==> config.mk <==
export PLATFORM = sky130hd
export DESIGN_NAME = raster_tri_sched
export DESIGN_NICKNAME = d
export VERILOG_FILES = /design/src/rtl/rast_pkg.sv /design/src/rtl/rast_scan_ctr.sv /design/src/rtl/raster_tri_sched.sv
export SDC_FILE = /design/constraint.sdc
export NUM_CORES = 1
export LEC_CHECK = 0
export ABC_AREA = 1
export ABC_CLOCK_PERIOD_IN_PS = 8700
export CORE_UTILIZATION = 40
export DETAILED_ROUTE_END_ITERATION = 6
export GPL_TIMING_DRIVEN = 0
export HOLD_SLACK_MARGIN = 0.05
export PLACE_DENSITY = 0.74
export SLEW_MARGIN = 20
export SYNTH_ARGS = -nofsm -noshare
export SYNTH_HDL_FRONTEND = slang
export SYNTH_SLANG_ARGS = --single-unit
==> constraint.sdc <==
create_clock -name clk -period 8.7 [get_ports clk]
set_clock_uncertainty 0.15 [all_clocks]
set_input_delay 1.74 -clock clk [delete_from_list [all_inputs] [get_ports clk]]
set_output_delay 1.74 -clock clk [all_outputs]
set_load 0.03 [all_outputs]
==> src/rtl/rast_pkg.sv <==
// Shared types and widths for the triangle raster scheduler.
package rast_pkg;
  localparam int FP16_W = 16;
  localparam int TRI_W  = 9 * FP16_W;  // {v0x,v0y,v0z,v1x,..,v2z}

  typedef enum logic [1:0] {IDLE, LAUNCH, WAIT_BB, SCAN} sched_state_t;
endpackage

==> src/rtl/rast_scan_ctr.sv <==
// Row-major x/y pixel walker over a latched bounding box.
// The x compare happens before any increment, so x_max = all-ones never wraps.
module rast_scan_ctr #(
  parameter int COORD_W = 16
) (
  input  logic               clk,
  input  logic               areset,
  input  logic               load,
  input  logic [COORD_W-1:0] x_min,
  input  logic [COORD_W-1:0] x_max,
  input  logic [COORD_W-1:0] y_min,
  input  logic [COORD_W-1:0] y_max,
  input  logic               step,
  output logic [COORD_W-1:0] x,
  output logic [COORD_W-1:0] y,
  output logic               last
);
  logic [COORD_W-1:0] x_lo, x_hi, y_hi;
  logic               x_end;

  assign x_end = (x == x_hi);
  assign last  = x_end && (y == y_hi);

  // Load box corners and start position; step wraps x back to x_lo at row end.
  always_ff @(posedge clk or posedge areset) begin
    if (areset) begin
      x_lo <= '0;
      x_hi <= '0;
      y_hi <= '0;
      x    <= '0;
      y    <= '0;
    end else if (load) begin
      x_lo <= x_min;
      x_hi <= x_max;
      y_hi <= y_max;
      x    <= x_min;
      y    <= y_min;
    end else if (step) begin
      if (x_end) begin
        x <= x_lo;
        y <= y + 1'b1;
      end else begin
        x <= x + 1'b1;
      end
    end
  end
endmodule

==> src/rtl/raster_tri_sched.sv <==
// Triangle scheduler: accept a triangle, kick bounding_box, wait for bounds,
// then stream every pixel of the box row-major to the edge-test stage.
module raster_tri_sched import rast_pkg::*; #(
  parameter int COORD_W     = 16,
  parameter int TIMEOUT_CYC = 64,
  parameter int CNT_W       = 16
) (
  input  logic               clk,
  input  logic               areset,
  input  logic [TRI_W-1:0]   tri_in,
  input  logic               tri_in_valid,
  output logic               tri_in_ready,
  output logic               bb_en,
  output logic [TRI_W-1:0]   bb_triangle,
  input  logic [COORD_W-1:0] bb_x_min,
  input  logic [COORD_W-1:0] bb_x_max,
  input  logic [COORD_W-1:0] bb_y_min,
  input  logic [COORD_W-1:0] bb_y_max,
  input  logic               bb_valid,
  output logic [COORD_W-1:0] pix_x,
  output logic [COORD_W-1:0] pix_y,
  output logic               pix_valid,
  input  logic               pix_ready,
  output logic               pix_last,
  output logic               tri_done,
  output logic               busy,
  output logic [CNT_W-1:0]   tri_count,
  output logic               bb_timeout
);
  localparam int WC_W = (TIMEOUT_CYC > 1) ? $clog2(TIMEOUT_CYC) : 1;

  sched_state_t    state;
  logic [WC_W-1:0] wait_cnt;
  logic            accept, bb_load, bb_ok, step, last;

  // tri_in_ready is only ever high in IDLE, so it doubles as the accept gate.
  assign accept   = tri_in_ready && tri_in_valid;
  assign bb_load  = (state == WAIT_BB) && bb_valid;
  assign bb_ok    = (bb_x_min <= bb_x_max) && (bb_y_min <= bb_y_max);
  assign step     = pix_valid && pix_ready && !last;
  assign pix_last = pix_valid && last;

  rast_scan_ctr #(.COORD_W(COORD_W)) u_scan (
    .clk    (clk),
    .areset (areset),
    .load   (bb_load),
    .x_min  (bb_x_min),
    .x_max  (bb_x_max),
    .y_min  (bb_y_min),
    .y_max  (bb_y_max),
    .step   (step),
    .x      (pix_x),
    .y      (pix_y),
    .last   (last)
  );

  // Scheduler FSM with registered handshake/status outputs.
  always_ff @(posedge clk or posedge areset) begin
    if (areset) begin
      state        <= IDLE;
      wait_cnt     <= '0;
      tri_in_ready <= 1'b0;
      bb_en        <= 1'b0;
      bb_triangle  <= '0;
      pix_valid    <= 1'b0;
      tri_done     <= 1'b0;
      busy         <= 1'b0;
      tri_count    <= '0;
      bb_timeout   <= 1'b0;
    end else begin
      bb_en    <= 1'b0;
      tri_done <= 1'b0;
      case (state)
        IDLE: begin
          tri_in_ready <= 1'b1;
          if (accept) begin
            bb_triangle  <= tri_in;
            tri_in_ready <= 1'b0;
            bb_en        <= 1'b1;
            busy         <= 1'b1;
            state        <= LAUNCH;
          end
        end
        LAUNCH: begin
          wait_cnt <= '0;
          state    <= WAIT_BB;
        end
        WAIT_BB: begin
          wait_cnt <= wait_cnt + 1'b1;
          if (bb_valid) begin
            if (bb_ok) begin
              pix_valid <= 1'b1;
              state     <= SCAN;
            end else begin
              // empty box: retire without emitting pixels
              tri_done     <= 1'b1;
              tri_count    <= tri_count + 1'b1;
              busy         <= 1'b0;
              tri_in_ready <= 1'b1;
              state        <= IDLE;
            end
          end else if (wait_cnt == WC_W'(TIMEOUT_CYC - 1)) begin
            bb_timeout   <= 1'b1;
            tri_done     <= 1'b1;
            busy         <= 1'b0;
            tri_in_ready <= 1'b1;
            state        <= IDLE;
          end
        end
        SCAN: begin
          if (pix_ready && last) begin
            pix_valid    <= 1'b0;
            tri_done     <= 1'b1;
            tri_count    <= tri_count + 1'b1;
            busy         <= 1'b0;
            tri_in_ready <= 1'b1;
            state        <= IDLE;
          end
        end
        default: state <= IDLE;
      endcase
    end
  end
endmodule

==> results.py <==
metrics = {
    "run_status": {
        "status": "finished clean",
    },
    "sta": {
        "hold_viol": 0,
        "tightestPinTransition_ps": 813,
        "relSlewSlack": 0.458,
        "rsz0062_at_grt": "false",
        "max_freq_mhz": 212,
        "fin_tns_setup_ps": 0,
        "final_max_slew_viol_count": 0,
        "period_needed_ps": 4710,
        "setup-violations-final": 0,
        "finalCritPeriodShare": 0.541,
    },
    "global_routing": {
        "grt_start_max_net_pins": 32,
        "grt_pass1_vias": 11800,
        "grt_usage": 0.259,
        "grt_pass1_wl_mm": 63.3,
        "antenna_found_initial": 2,
        "grt-ovfl-total": 0,
    },
    "clock_tree": {
        "clkSlewWorstSetupHoldPaths_ps": 50,
        "holdBufCountCts": 0,
        "cts_resized": 0,
        "clk_latency_ps": 550,
        "clock-sinks": 254,
        "postCtsSetupBuffers": 0,
        "cts_buffer_depth": 3,
        "htreeDepth": 1,
        "cts_root_buf": "clkbuf_16",
        "numCtsBuffers": 30,
        "cts_tree": "built",
    },
    "logic_synthesis": {
        "synth_seq_cells": 254,
        "synthCells": 1544,
        "ys_seq_area_frac": 0.516,
        "ys_async_sr_fraction": 1.00,
        "synth.cell_area_um2": 12300,
        "synth_nets": 1797,
        "synth_ff_type": "dfrtp_1",
        "avgSynthCellArea_um2": 7.99,
        "yosys_warnings": 0,
        "synth_cell_types": 34,
        "synth-edff-count": 0,
    },
    "floorplan": {
        "placementRows": 63,
        "start_util": 0.412,
        "coreArea_um2": 30000,
        "io_pins": 412,
        "die_h_um": 178,
        "dieWidth_um": 178,
        "fp.dieArea_um2": 31500,
    },
    "setup_path": {
        "required_ps": 6810,
        "cp_top_family": "simple AND/OR/NAND/NOR gates",
        "setup.worst_path.start_class": "register",
        "slowest_delay_ps": 710,
        "crit_type": "reg -> out",
        "critPathMaxFanout": 7,
        "cp_slowest_cell": "clkdlybuf4s50_1",
        "end_kind": "output pin",
        "crit_path_frequent_cell": "nand2_1",
        "crit_buf_inv": 1,
        "path_cells": "xnor2_1 -> nand2_1 -> nor2_1 -> nand2_1 -> nor2_4 -> nand2_1 -> nor2_1 -> clkdlybuf4s50_1",
        "crit_arrival_ps": 2820,
    },
    "placement": {
        "placement.io_buffers": 411,
        "dp_hpwl_mm": 31.8,
        "gp_congestion": 0.911,
    },
    "finish": {
        "drive_gt1_frac": 0.0505,
        "ff_latch_area_um2": 6360,
        "nets": 2249,
        "fillerInstances": 2643,
        "final_util": 0.606,
        "syn_to_final_growth_pct": 47.3,
        "multi_input_area_um2": 5240,
    },
    "run": {
        "maxCapViolCount": 0,
    },
    "route": {
        "vias": 11800,
        "wl_per_cell_um": 17.0,
        "wl_mm": 41.0,
        "drt_iter0_drc": 855,
        "viasPerCell": 4.89,
        "dr.pass1.iters": 6,
        "ant_nets": 0,
        "drc_errors": 0,
    },
    "power": {
        "vdd_drop_max_uv": 250,
        "power.density_nw_per_um2": 354,
        "p_leak_nw": 8.81,
        "total_power_mw": 6.44,
    },
    "worst_hold_path": {
        "min_path_type": "reg -> reg",
    },
}
Yosys cell counts, types with 12 or more instances:
library cell | instances | area share
nand4_1 | 12 | 0.0061
nand3_1 | 56 | 0.023
nor2_1 | 52 | 0.016
inv_1 | 111 | 0.034
xor2_1 | 21 | 0.015
nand2_1 | 732 | 0.22
ha_1 | 40 | 0.041
dfrtp_1 | 254 | 0.52
xnor2_1 | 31 | 0.022
clkbuf_1 | 36 | 0.011
o21ai_0 | 83 | 0.034
a21oi_1 | 27 | 0.011
nor3_1 | 14 | 0.0057
sequential cells by signal, indices dropped and copies added, names as in the netlist, 6 cells and up:
name and count:
u_scan.y_hi 16, tri_count 16, u_scan.x_lo 16, bb_triangle 144
u_scan.x 16, wait_cnt 6, u_scan.y 16, u_scan.x_hi 16
cell type report:
type,count,area share
flip-flops and latches,254,0.350
multi-input cells,1114,0.288
repair buffers,420,0.237
clock buffers,39,0.0466
well taps,390,0.0269
inverters,114,0.0238
plain buffers,62,0.0169
clock inverters,16,0.0103
diodes,1,0.000138
worst register-to-register path, cell delays in order (launching register included):
cell and delay, ps:
dfrtp_1 410, inv_1 130, ha_1 160, inv_1 60, nor2_1 250, clkbuf_1 470
buf_2 330, buf_1 470, nand2_1 230, nand2_1 120
kinds of logic (layout without fill, tap and decap cells):
family | count (synthesis) | count (layout) | share of synthesized area
mux | 7 | 7 | 0.00568
simple gates | 883 | 883 | 0.283
flops | 254 | 254 | 0.516
fa+ha+maj | 40 | 40 | 0.0406
xor+xnor | 52 | 52 | 0.0369
other cells | 0 | 1 | 0
buf+inv | 176 | 651 | 0.0597
compound gates | 132 | 132 | 0.0586
report_power, final:
part           total, mW  switching (mW)  internal, mW
clock network       1.30           0.502         0.799
registers           2.06           0.380          1.68
logic               3.07            1.87          1.20
through the flow:
step	hold WS (ps)	instances	worst slack (ps)	area, um2
5_1_grt	333	2410	3850	18200
6_report	315	2410	3990	18200
4_1_cts	319	2409	4020	18200
3_3_place_gp	303	2345	1430	16900
3_5_place_dp	306	2354	4350	17100
2_1_floorplan	289	1544	3470	12300
layer usage:
| metal | vias up | share of wire | global-route usage |
|---|---|---|---|
| met2 | 442 | 0.49 | 0.449 |
| met1 | 5529 | 0.40 | 0.316 |
| met5 | - | 0 | 0 |
| met3 | 87 | 0.074 | 0.0557 |
| met4 | 0 | 0.034 | 0.0905 |
| li1 | 5723 | - | - |
layout by cell type (no fill, tap or decap), types with 4 or more instances in the layout:
cell type and n:
nor3_1 14, o211ai_1 4, buf_4 6, bufinv_16 4
clkbuf_8 4, a21oi_1 27, or2_2 4, xor2_1 21
nor2_1 52, nor4_1 4, clkinv_2 9, buf_6 6
o21ai_1 5, nand3_1 56, clkbuf_16 31, nand4_1 12
buf_12 7, ha_1 40, o21ai_2 8, clkdlybuf4s50_1 411
clkinvlp_4 4, o21ai_0 83, dfrtp_1 254, buf_2 6
mux2i_1 7, buf_1 8, nand2_1 732, xnor2_1 31
inv_1 110, clkbuf_1 40
path summary, 6_finish.rpt:
| path | cells past startpoint | endpoint | slack, ps | startpoint |
|---|---|---|---|---|
| worst max-delay path | 8 | pix_last | 3990 | u_scan.x[7] |
| worst min-delay path | 2 | u_scan.x_lo[7] | 310 | u_scan.x_lo[7] |
| worst max register to register | 9 | bb_triangle[18] | 5870 | state[1] |
| worst min register to register | 2 | u_scan.x_lo[7] | 310 | u_scan.x_lo[7] |
| max in group asynchronous | 6 | bb_triangle[85] | 5690 | areset |
| min in group asynchronous | 2 | bb_triangle[131] | 1490 | areset |
No activity file was read; power rests on OpenSTA's default activity.
